==> src/rtl/mem_bus_arbiter.sv <==
// mem_bus_arbiter: icache/dcache arbiter for the shared memory port with per-tag completion routing; MEM_ARB_SQUASH_EN adds icache_squash
module mem_bus_arbiter #(
  parameter int NUM_TAGS     = 16,
  parameter int STARVE_LIMIT = 4,
  localparam int TAG_W       = $clog2(NUM_TAGS)
) (
  input  logic             clock,
  input  logic             reset,
  input  logic [1:0]       Icache2mem_command,
  input  logic [63:0]      Icache2mem_addr,
  input  logic [1:0]       Dcache2mem_command,
  input  logic [63:0]      Dcache2mem_addr,
  input  logic [63:0]      Dcache2mem_data,
  input  logic [TAG_W-1:0] mem2proc_response,
  input  logic [63:0]      mem2proc_data,
  input  logic [TAG_W-1:0] mem2proc_tag,
  output logic [1:0]       proc2mem_command,
  output logic [63:0]      proc2mem_addr,
  output logic [63:0]      proc2mem_data,
  output logic [TAG_W-1:0] Imem2proc_response,
  output logic [63:0]      Imem2proc_data,
  output logic [TAG_W-1:0] Imem2proc_tag,
  output logic [TAG_W-1:0] Dmem2proc_response,
  output logic [63:0]      Dmem2proc_data,
  output logic [TAG_W-1:0] Dmem2proc_tag,
`ifdef MEM_ARB_SQUASH_EN
  input  logic             icache_squash,
`endif
  output logic             tag_err
);
  localparam logic [1:0] BUS_NONE = 2'd0;
  localparam logic [1:0] BUS_LOAD = 2'd1;
  localparam int SW = $clog2(STARVE_LIMIT + 1);
  localparam logic [SW-1:0] STARVE_MAX = SW'(STARVE_LIMIT);
  logic [SW-1:0]       r_starve;
  logic [NUM_TAGS-1:0] r_valid, r_owner, w_valid_nxt, w_owner_nxt;
  logic                r_tag_err;
  logic                w_i_req, w_d_req, w_grant_i, w_grant_d;
  logic                w_alloc, w_cmp, w_miss, w_realloc, w_fwd;
  logic [1:0]          w_cmd;
  assign w_i_req   = !reset && Icache2mem_command != BUS_NONE;
  assign w_d_req   = !reset && Dcache2mem_command != BUS_NONE;
  assign w_grant_i = w_i_req && (!w_d_req || r_starve == STARVE_MAX);
  assign w_grant_d = w_d_req && !w_grant_i;
  assign w_cmd     = w_grant_d ? Dcache2mem_command : w_grant_i ? Icache2mem_command : BUS_NONE;
  assign proc2mem_command   = w_cmd;
  assign proc2mem_addr      = w_grant_d ? Dcache2mem_addr : w_grant_i ? Icache2mem_addr : '0;
  assign proc2mem_data      = w_grant_d ? Dcache2mem_data : '0;
  assign Imem2proc_response = w_grant_i ? mem2proc_response : '0;
  assign Dmem2proc_response = w_grant_d ? mem2proc_response : '0;
  assign Imem2proc_data     = mem2proc_data;
  assign Dmem2proc_data     = mem2proc_data;
  assign w_alloc   = w_cmd == BUS_LOAD && mem2proc_response != '0;
  assign w_cmp     = !reset && mem2proc_tag != '0 && r_valid[mem2proc_tag];
  assign w_miss    = !reset && mem2proc_tag != '0 && !r_valid[mem2proc_tag];
  // a tag retiring in the same cycle it is reissued is a legal handoff, not a collision
  assign w_realloc = w_alloc && r_valid[mem2proc_response] && !(w_cmp && mem2proc_tag == mem2proc_response);
`ifdef MEM_ARB_SQUASH_EN
  logic [NUM_TAGS-1:0] r_squashed, w_squashed_nxt;
  assign w_fwd = w_cmp && !r_squashed[mem2proc_tag];
  always_comb begin
    w_squashed_nxt = r_squashed | ({NUM_TAGS{icache_squash}} & r_valid & ~r_owner);
    if (w_cmp) w_squashed_nxt[mem2proc_tag] = 1'b0;
    if (w_alloc) w_squashed_nxt[mem2proc_response] = 1'b0;
  end
  always_ff @(posedge clock) r_squashed <= reset ? '0 : w_squashed_nxt;
`else
  assign w_fwd = w_cmp;
`endif
  assign Imem2proc_tag = (w_fwd && !r_owner[mem2proc_tag]) ? mem2proc_tag : '0;
  assign Dmem2proc_tag = (w_fwd && r_owner[mem2proc_tag]) ? mem2proc_tag : '0;
  assign tag_err       = r_tag_err;
  always_comb begin
    w_valid_nxt = r_valid;
    w_owner_nxt = r_owner;
    if (w_cmp) w_valid_nxt[mem2proc_tag] = 1'b0;
    if (w_alloc) begin
      w_valid_nxt[mem2proc_response] = 1'b1;
      w_owner_nxt[mem2proc_response] = w_grant_d;
    end
  end
  always_ff @(posedge clock) begin
    if (reset) begin
      r_valid   <= '0;
      r_owner   <= '0;
      r_starve  <= '0;
      r_tag_err <= 1'b0;
    end else begin
      r_valid   <= w_valid_nxt;
      r_owner   <= w_owner_nxt;
      r_starve  <= (w_i_req && !w_grant_i) ? (r_starve == STARVE_MAX ? r_starve : r_starve + 1'b1) :
                   (w_grant_i && mem2proc_response == '0) ? r_starve : '0;
      r_tag_err <= r_tag_err | w_miss | w_realloc;
    end
  end
endmodule

==> config.mk <==
export PLATFORM = sky130hd
export DESIGN_NAME = mem_bus_arbiter
export DESIGN_NICKNAME = d
export VERILOG_FILES = /design/src/rtl/mem_bus_arbiter.sv
export SDC_FILE = /design/constraint.sdc
export NUM_CORES = 1
export LEC_CHECK = 0
export ABC_CLOCK_PERIOD_IN_PS = 2170
export CAP_MARGIN = 10
export CORE_AREA = 2 2 215 217
export DETAILED_ROUTE_END_ITERATION = 16
export DIE_AREA = 0 0 217 219
export MAX_ROUTING_LAYER = met4
export PLACE_DENSITY = 0.45
export SLEW_MARGIN = 30
export SYNTH_ARGS = -nofsm -noshare
export SYNTH_HDL_FRONTEND = slang
export SYNTH_SLANG_ARGS = --single-unit
==> constraint.sdc <==
create_clock -name clock -period 2.17 [get_ports clock]
set_input_delay 0.217 -clock clock [delete_from_list [all_inputs] [get_ports clock]]
set_output_delay 0.217 -clock clock [all_outputs]
set_load 0.05 [all_outputs]
==> flow_metrics.env, run 1 <==
export IMPL_status="finished, violations left"
export IMPL_violations="negative setup slack"
export IMPL_final_common_cell="clkdlybuf4s50_1"
export IMPL_total_power_mw=4.05
export IMPL_cp_arrival_ns=2.13
export IMPL_netlist_instances=647
export IMPL_dr_first_iter_drc_count=186
export IMPL_synth_distinct_cells=40
export IMPL_finClkSkew_ns=0.00765
export IMPL_path_clk_slew_ns=0.05
export IMPL_synth_seq_cells=36
export IMPL_avgSynthCellArea_sq_um=6.80
export IMPL_overflow=0
export IMPL_synth_area_leader_cell="buf_4"
export IMPL_drc_errors=0
export IMPL_initial_utilization_pct=9.76
export IMPL_yosysSeqAreaShare_pct=16.4
export IMPL_max_vdd_ir_drop_v=0.000243
export IMPL_p_leak_nw=4.29
export IMPL_die_w_microns=217
export IMPL_cts_sinks=36
export IMPL_totalWireLength_microns=24100
export IMPL_hold_path_class="input port to output pin"
export IMPL_root_buffer="clkbuf_16"
export IMPL_dp_hpwl_microns=19300
export IMPL_grt_antenna_before_repair=5
export IMPL_grt_pass1_wl_microns=33000
export IMPL_path_class="register to output pin"
export IMPL_setup_viol=8
export IMPL_start_kind="register"
export IMPL_grt_total_usage_pct=9.39
export IMPL_critPathCaptureType="output pin"
export IMPL_clk_latency_ns=0.28
export IMPL_finalCriticalPeriod_ns=2.35
export IMPL_synth_ff_type="dfxtp_1"
export IMPL_slew_viol_final=0
export IMPL_fmax_mhz=426
export IMPL_cts_hold_buffers=0
export IMPL_crit_slowest_cell="mux4_2"
export IMPL_cts_tree="built"
export IMPL_cp_cell_sequence="mux4_2, mux4_2, nor3_4, and2_4, buf_12"
export IMPL_rsz0062_at_grt="yes"
export IMPL_synth_edff_count=0
export IMPL_portBuffers=352
export IMPL_powerDensity_nw_per_um2=373
export IMPL_slew_headroom_pct=66.1
export IMPL_dr_pass1_iters=4
export IMPL_die_area_sq_um=47500
export IMPL_numCtsBuffers=5
export IMPL_worst_pin_slew_ns=0.507
export IMPL_grt_max_degree=29
export IMPL_ctsHtreeMaxLevel=2
export IMPL_ios=545
export IMPL_tns_ns=-1.17
export IMPL_num_vias=5326
export IMPL_final_nets=1195
export IMPL_drive_above_1_share_pct=47.7
export IMPL_finalCritPeriodShare_pct=108
export IMPL_first_global_vias=5341
export IMPL_async_flop_share_pct=0
export IMPL_utilization_pct=24.1
export IMPL_num_rows=78
export IMPL_synth_area_sq_um=4400
export IMPL_synth_fp_nets=919
export IMPL_viasPerCell=3.48
export IMPL_finalWorstSetupSlack_ns=-0.177
export IMPL_die_h_microns=219
export IMPL_synth_top_cells_by_area="buf_4 22%, dfxtp_1 16%, nand2_1 13%"
export IMPL_timing_hold_ws_ns=0.434
export IMPL_core_sq_um=45100
export IMPL_gp_congestion=0.818
export IMPL_ant_nets=0
export IMPL_synth_warnings=0
export IMPL_yosys_area_top_type_share_pct=22.2
export IMPL_cts_buffer_depth=2
export IMPL_crit_fanout=4
export IMPL_pre_cts_ws_ns=-0.581
export IMPL_wl_per_cell_microns=15.8
export IMPL_drv_cap=0
export IMPL_finalHoldViolations=0
export IMPL_cpMostUsedCell="mux4_2"
export IMPL_final_cell_mix="199 x clkdlybuf4s50_1, 156 x buf_12, 124 x nand2_1"
export IMPL_slowest_delay_ns=0.55
export IMPL_synthToLayoutAreaGrowth_pct=147
export IMPL_cp_required_ns=1.95
==> final cells by class <==
class                      instances  area (sq um)
fill                            4863         34200
timing repair buffer             441          6010
multi-input combinational        433          3200
tap                              600           751
sequential                        36           727
clock buffer                       6           129
inverter                           6          22.5
antenna                            6          15.0
clock inverter                     1          5.00
==> synth_stat cells (all sizes together) (2+ instances only) <==
library cell    n
clkbuf         36
a22o            2
buf           136
mux2i          16
and2           82
inv             6
mux4           13
nand4           5
ha              2
nand3          16
xnor2           4
a21oi          19
nor4            2
nand3b          2
nor2            5
nand2b          3
o211ai          2
dfxtp          36
nor2b          10
o21ai          82
nand2         154
o31ai           2
==> power by group <==
part	leakage (nW)	total (mW)	switching (mW)	internal [mW]
clock network	0.0667	0.687	0.270	0.417
registers	0.293	0.676	0.00584	0.671
logic	3.93	2.69	1.29	1.39
total	4.29	4.05	1.57	2.48
==> stage by stage <==
step / cells / area (sq um)
2_1_floorplan: 647 / 4580
5_1_grt: 1528 / 10900
4_1_cts: 1508 / 10200
6_report: 1529 / 10900
3_3_place_gp: 1491 / 9750
3_5_place_dp: 1491 / 9750
==> cells by family (layout without fill, tap and decap cells) <==
group / count (synthesis) / count (layout) / share of synthesized area [%]
simple gates: 284 / 284 / 31.0
buf+inv: 178 / 454 / 26.6
compound gates: 113 / 113 / 14.1
flops: 36 / 36 / 16.4
mux: 30 / 30 / 10.5
xor+xnor: 4 / 4 / 0.796
fa+ha+maj: 2 / 2 / 0.569
other cells: 0 / 6 / 0
==> final timing paths <==
check | depth (start not counted) | to | start | slack, ns
max | 5 | Imem2proc_tag[3] | r_owner[15]$_SDFFE_PP0P_ | -0.18
min | 0 | Dmem2proc_data[56] | mem2proc_data[56] | 0.43
min reg2reg | 2 | r_owner[14]$_SDFFE_PP0P_ | r_owner[14]$_SDFFE_PP0P_ | 0.46
max reg2reg | 10 | r_owner[7]$_SDFFE_PP0P_ | r_starve[0]$_SDFFE_PP0P_ | 0.10
==> worst max-delay path, delay by kind of cell (launching register included) <==
kind / cells / cell delay, ns
buf+inv: 1 / 0.13
simple gates: 2 / 0.41
flops: 1 / 0.32
mux: 2 / 1.00
==> repair_timing <==
item,CTS,global route
cloned,2,7
pin swaps,12,16
buffers inserted,8,10
resized for setup,67,138
setup endpoints to repair,143,102
==> routing by layer <==
metal	GRT usage, %	wire (microns)	vias to the layer above
li1	-	-	2574
met1	10.3	9440	2397
met2	15.9	11600	278
met3	2.86	2140	77
met4	3.54	907	0
met5	-	0	-
==> flip-flops by register name (all words and copies together), names as in the netlist <==
register	flops
r_starve	3
r_valid	16
r_owner	16
tag_err	1
(Power assumes the default switching activity.)
==> run 2: changes to the inputs <==
--- a/config.mk
+++ b/config.mk
@@ -12,6 +12,7 @@
 export DIE_AREA = 0 0 217 219
 export MAX_ROUTING_LAYER = met4
 export PLACE_DENSITY = 0.45
+export SKIP_CTS_REPAIR_TIMING = 1
 export SLEW_MARGIN = 30
 export SYNTH_ARGS = -nofsm -noshare
 export SYNTH_HDL_FRONTEND = slang
==> run 2 against run 1 <==
The flow still finishes with violations (negative setup slack). Via count is 0.96% higher. Global-route usage is 0.33 points lower. Fmax is 0.34% lower. Clock power hardly changed. Clock-buffer cell count stayed put. Non-clock buffer count is 7 higher. Sequential share of layout area is 0.25 points lower. Sequential cell count stayed put. Final cell count is 0.39% higher. Setup slack worse by 0.0080 ns. Total power is 3.1% higher. Die area stayed put. Critical path type unchanged. Critical endpoint unchanged. Largest cell class unchanged.
==> flow_metrics.env, run 2 (same netlist as run 1, synthesis figures left out) <==
export IMPL_status="finished, violations left"
export IMPL_violations="negative setup slack"
export IMPL_slowest_delay_ns=0.56
export IMPL_slew_headroom_pct=66.1
export IMPL_final_nets=1202
export IMPL_crit_path_end="Imem2proc_tag[3]"
export IMPL_layout_cells_non_filler=1535
export IMPL_cp_top_family="multiplexers"
export IMPL_dr_pass1_iters=4
export IMPL_reg_top3="r_owner x16, r_valid x16, r_starve x3"
export IMPL_clk_latency_ns=0.28
export IMPL_drc_errors=0
export IMPL_num_vias=5377
export IMPL_crit_fanout=4
export IMPL_final_cell_mix="200 x clkdlybuf4s50_1, 158 x buf_12, 123 x nand2_1"
export IMPL_die_w_microns=217
export IMPL_dr_first_iter_drc_count=178
export IMPL_finalCritPeriodShare_pct=109
export IMPL_finalWorstSetupSlack_ns=-0.185
export IMPL_powerDensity_nw_per_um2=371
export IMPL_critPathCaptureType="output pin"
export IMPL_fmax_mhz=425
export IMPL_gp_congestion=0.818
export IMPL_wl_per_cell_microns=16.5
export IMPL_holdCritStartpoint="mem2proc_data[56]"
export IMPL_reg2reg_slack_ns=0.20
export IMPL_multi_input_area_sq_um=3360
export IMPL_path_clk_slew_ns=0.05
export IMPL_cp_arrival_ns=2.14
export IMPL_finalCriticalPeriod_ns=2.36
export IMPL_dp_hpwl_microns=19300
export IMPL_timing_critical_path_buf_inv=1
export IMPL_worst_pin_slew_ns=0.507
export IMPL_grt_max_degree=41
export IMPL_slew_viol_final=0
export IMPL_numCtsBuffers=5
export IMPL_rsz0062_at_grt="yes"
export IMPL_ant_nets=0
export IMPL_grt_pass1_wl_microns=32000
export IMPL_n_fill_cell=4836
export IMPL_overflow=0
export IMPL_root_buffer="clkbuf_16"
export IMPL_grt_total_usage_pct=9.05
export IMPL_drive_above_1_share_pct=48.5
export IMPL_path_class="register to output pin"
export IMPL_die_area_sq_um=47500
export IMPL_setup_viol=75
export IMPL_p_leak_nw=4.46
export IMPL_max_vdd_ir_drop_v=0.000244
export IMPL_grt_antenna_before_repair=5
export IMPL_timing_hold_ws_ns=0.434
export IMPL_finalHoldViolations=0
export IMPL_initial_utilization_pct=9.76
export IMPL_final_area_sq_um=11300
export IMPL_synthToLayoutAreaGrowth_pct=156
export IMPL_core_sq_um=45100
export IMPL_dp_cells=1491
export IMPL_cpMostUsedCell="mux4_2"
export IMPL_finClkSkew_ns=0.00658
export IMPL_viasPerCell=3.50
export IMPL_start_kind="register"
export IMPL_first_global_vias=5230
export IMPL_die_h_microns=219
export IMPL_drv_cap=0
export IMPL_ctsHtreeMaxLevel=2
export IMPL_totalWireLength_microns=25400
export IMPL_ios=545
export IMPL_num_rows=78
export IMPL_crit_slowest_cell="mux4_2"
export IMPL_total_power_mw=4.18
export IMPL_worstReg2RegEnd="r_owner[7]$_SDFFE_PP0P_"
export IMPL_placed_area_sq_um=9750
export IMPL_cts_tree="built"
export IMPL_cp_cell_sequence="mux4_2, mux4_2, nor3_4, and2_4, buf_12"
export IMPL_path_depth=5
export IMPL_hold_path_class="input port to output pin"
export IMPL_critical_path_startpoint="r_owner[15]$_SDFFE_PP0P_"
export IMPL_r2r_start="r_starve[1]$_SDFFE_PP0P_"
export IMPL_portBuffers=352
export IMPL_rr_worst_depth=9
export IMPL_cts_buffer_depth=2
export IMPL_cts_sinks=36
export IMPL_cp_required_ns=1.95
export IMPL_final_seq_area_sq_um=726
export IMPL_final_common_cell="clkdlybuf4s50_1"
[run 2: worst reg2reg max path: cells and delay by family (launching register included)]
family,cells,cell delay [ns]
AO/OA/AOI/OAI,2,0.61
buffers and inverters,3,0.34
flip-flops,1,0.33
AND/OR/NAND/NOR,2,0.24
multiplexers,1,0.17
adder cells (fa/ha/maj),1,0.15
[run 2: how the worst min path moves through the flow]
stage	to	slack, ns	cells past startpoint
after floorplan	r_owner[0]$_SDFFE_PP0P_	0.43	1
after global placement	Dmem2proc_data[26]	0.43	0
after detailed placement	Dmem2proc_data[26]	0.43	0
after CTS	Dmem2proc_data[26]	0.43	0
after global routing	Imem2proc_data[9]	0.43	0
final	Dmem2proc_data[56]	0.43	0
[run 2: power breakdown]
group | internal (mW) | leakage, nW | switching (mW)
Combinational | 1.47 | 4.10 | 1.34
Sequential | 0.671 | 0.293 | 0.00577
Clock | 0.417 | 0.0667 | 0.267
Total | 2.56 | 4.46 | 1.62
[run 2: layout make-up]
type,count,area share (%)
diodes,5,0.111
inverters,6,0.200
repair buffers,448,55.6
clock buffers,6,1.14
multi-input cells,433,29.8
flip-flops and latches,36,6.44
clock inverters,1,0.0444
well taps,600,6.66
[run 2: through the flow]
step	setup TNS (ns)	util (%)	worst slack [ns]
after global routing	-11.04	25.0	-0.261
final	-3.49	25.0	-0.185
after global placement	-13.21	21.6	-0.533
after CTS	-18.18	21.9	-0.585
after detailed placement	-16.65	21.6	-0.581
after floorplan	-0.153	-	-0.0135
[run 2: routing by layer]
| metal | routed length [microns] | share of wire (%) | track usage, % |
|---|---|---|---|
| met1 | 9720 | 38 | 9.96 |
| met2 | 12400 | 49 | 15.2 |
| met3 | 2290 | 9.0 | 2.87 |
| met4 | 988 | 3.9 | 3.54 |
| met5 | 0 | 0 | - |
==> run 3: changes to the inputs <==
--- a/config.mk
+++ b/config.mk
@@ -5,13 +5,14 @@
 export SDC_FILE = /design/constraint.sdc
 export NUM_CORES = 1
 export LEC_CHECK = 0
+export ABC_AREA = 1
 export ABC_CLOCK_PERIOD_IN_PS = 2170
 export CAP_MARGIN = 10
-export CORE_AREA = 2 2 215 217
+export CORE_AREA = 2 2 210 212
 export DETAILED_ROUTE_END_ITERATION = 16
-export DIE_AREA = 0 0 217 219
+export DIE_AREA = 0 0 212 214
 export MAX_ROUTING_LAYER = met4
-export PLACE_DENSITY = 0.45
+export PLACE_DENSITY = 0.47
 export SKIP_CTS_REPAIR_TIMING = 1
 export SLEW_MARGIN = 30
 export SYNTH_ARGS = -nofsm -noshare
==> run 3 against run 2 <==
The run now ends clean. Largest power group unchanged. Via count up 6.8%. Fmax up 9.9%. Utilization is 0.78 points lower. Setup slack gained 0.21 ns. Clock skew is 0.0021 ns lower.
==> flow_metrics.env, run 3 <==
export IMPL_netlist_instances=755
export IMPL_slew_headroom_pct=65.4
export IMPL_n_fill_cell=4682
export IMPL_yosysMostFrequentCell="nor2_1"
export IMPL_switching_power_mw=1.64
export IMPL_start_kind="register"
export IMPL_powerDensity_nw_per_um2=389
export IMPL_ios=545
export IMPL_sequentialPowerShare_pct=16.8
export IMPL_cp_arrival_ns=1.93
export IMPL_gp_congestion=0.915
export IMPL_placed_area_sq_um=9590
export IMPL_final_area_sq_um=10400
export IMPL_reg_top3="r_owner x16, r_valid x16, r_starve x3"
export IMPL_overflow=0
export IMPL_crit_fanout=5
export IMPL_grt_total_usage_pct=11.7
export IMPL_synth_warnings=0
export IMPL_clk_latency_ns=0.28
export IMPL_drc_errors=0
export IMPL_p_int_mw=2.40
export IMPL_setup_viol=0
export IMPL_dr_first_iter_drc_count=290
export IMPL_finalCriticalPeriod_ns=2.14
export IMPL_clockPowerShare_pct=17.1
export IMPL_synth_distinct_cells=27
export IMPL_die_area_sq_um=45400
export IMPL_finClkSkew_ns=0.00449
export IMPL_synth_area_leader_cell="buf_4"
export IMPL_slew_viol_final=0
export IMPL_finalHoldViolations=0
export IMPL_dp_hpwl_microns=24000
export IMPL_synth_area_sq_um=4490
export IMPL_grt_max_degree=69
export IMPL_dr_pass1_iters=5
export IMPL_switching_share_pct=40.5
export IMPL_cp_top_family="buffers and inverters"
export IMPL_ctsHtreeMaxLevel=2
export IMPL_yosys_area_top_type_share_pct=21.6
export IMPL_die_w_microns=212
export IMPL_portBuffers=352
export IMPL_drv_cap=0
export IMPL_synth_top_cells_by_area="buf_4 22%, dfxtp_1 16%, nor2_1 15%"
export IMPL_critPathCaptureType="output pin"
export IMPL_total_power_mw=4.04
export IMPL_synth_fp_nets=1027
export IMPL_rsz0062_at_grt="yes"
export IMPL_die_h_microns=214
export IMPL_cts_sinks=36
export IMPL_final_cell_mix="202 x clkdlybuf4s50_1, 171 x nor2_1, 154 x buf_12"
export IMPL_layout_cells_non_filler=1615
export IMPL_cp_cell_sequence="inv_1, ha_2, nand2_2, nand3_4, nand2_4, nand2_8, buf_4, o21ai_4, buf_12, buf_4, buf_12"
export IMPL_final_seq_area_sq_um=723
export IMPL_synthToLayoutAreaGrowth_pct=131
export IMPL_async_flop_share_pct=0
export IMPL_path_class="register to output pin"
export IMPL_viasPerCell=3.55
export IMPL_hold_path_class="input port to output pin"
export IMPL_grt_antenna_before_repair=1
export IMPL_dp_cells=1587
export IMPL_synth_ff_type="dfxtp_1"
export IMPL_synth_seq_cells=36
export IMPL_multi_input_area_sq_um=2600
export IMPL_status="completed"
export IMPL_avgSynthCellArea_sq_um=5.95
export IMPL_crit_slowest_cell="dfxtp_2"
export IMPL_wl_per_cell_microns=17.4
export IMPL_root_buffer="clkbuf_16"
export IMPL_fmax_mhz=467
export IMPL_p_leak_nw=4.61
export IMPL_core_sq_um=42900
export IMPL_cts_tree="built"
export IMPL_reg2reg_slack_ns=0.17
export IMPL_worst_pin_slew_ns=0.518
export IMPL_totalWireLength_microns=28100
export IMPL_ant_nets=0
export IMPL_finalCritPeriodShare_pct=98.7
export IMPL_grt_pass1_wl_microns=37900
export IMPL_max_vdd_ir_drop_v=0.000275
export IMPL_synthTopCellsByCount="182 x nor2_1, 129 x buf_4, 118 x nand2_1"
export IMPL_yosysSeqAreaShare_pct=16.1
export IMPL_num_rows=76
export IMPL_slowest_delay_ns=0.32
export IMPL_cp_required_ns=1.95
export IMPL_utilization_pct=24.2
export IMPL_numCtsBuffers=5
export IMPL_initial_utilization_pct=10.5
export IMPL_first_global_vias=5950
export IMPL_timing_critical_path_buf_inv=5
export IMPL_final_nets=1301
export IMPL_timing_hold_ws_ns=0.434
export IMPL_path_clk_slew_ns=0.06
export IMPL_p_comb_share_pct=66.1
export IMPL_num_vias=5741
export IMPL_drive_above_1_share_pct=29.1
export IMPL_synth_edff_count=0
export IMPL_final_common_cell="clkdlybuf4s50_1"
export IMPL_cts_buffer_depth=2
-- run 3: final cells by class --
type	count	share of cell area, %
Sequential cell	36	6.96
Antenna cell	1	0.0241
Clock inverter	1	0.0482
Tap cell	585	7.05
Timing Repair Buffer	426	55.4
Multi-Input combinational cell	448	25.1
Inverter	112	4.22
Clock buffer	6	1.24
-- run 3: per-layer routing --
metal / share of wire [%] / vias up / GRT usage (%) / wire length, microns
met2: 53 / 365 / 21.0 / 14800
met4: 6.5 / 0 / 8.22 / 1820
met5: 0 / - / - / 0
li1: - / 2773 / - / -
met3: 8.4 / 65 / 3.02 / 2360
met1: 32 / 2538 / 10.7 / 9120
-- run 3: worst paths after layout --
path                                          startpoint  cells past startpoint                  endpoint
worst max-delay path            r_starve[0]$_SDFFE_PP0P_                     11       proc2mem_command[0]
worst min-delay path                   mem2proc_data[58]                      0        Dmem2proc_data[58]
worst max register to register  r_starve[0]$_SDFFE_PP0P_                     14  r_owner[12]$_SDFFE_PP0P_
worst min register to register   r_owner[0]$_SDFFE_PP0P_                      2   r_owner[0]$_SDFFE_PP0P_
-- run 3: cell families after synthesis --
group | after synthesis | synth area share [%]
XOR/XNOR | 3 | 0.585
AND/OR/NAND/NOR | 341 | 31.3
AO/OA/AOI/OAI | 102 | 17.4
buffers and inverters | 271 | 34.1
flip-flops | 36 | 16.1
adder cells (fa/ha/maj) | 2 | 0.557
-- run 3: power by group through the flow --
stage	clock [mW]	combinational, mW	sequential (mW)
3_3_place_gp	0	2.51	0.693
6_report	0.691	2.67	0.679
4_1_cts	0.698	2.52	0.679
5_1_grt	0.724	2.78	0.681
2_1_floorplan	0	1.65	0.697
3_5_place_dp	0	2.51	0.693
-- run 3: worst register-to-register path, stage by stage, from the launching register on --
cell,delay [ns]
dfxtp_2,0.32
inv_1,0.06
ha_2,0.18
nand2_2,0.08
nand3_4,0.08
nand2_4,0.13
nand2_8,0.09
buf_4,0.15
o21ai_4,0.17
buf_12,0.14
buf_4,0.11
buf_4,0.11
nand3_1,0.12
nor2_1,0.11
nor2_1,0.05
-- run 3: stage by stage --
| stage | setup TNS (ns) | setup WS [ns] |
|---|---|---|
| 6_report | 0 | 0.0272 |
| 5_1_grt | -0.304 | -0.0594 |
| 4_1_cts | -16.81 | -0.489 |
| 3_5_place_dp | -8.18 | -0.349 |
| 3_3_place_gp | -7.66 | -0.344 |
| 2_1_floorplan | 0 | 0.000285 |
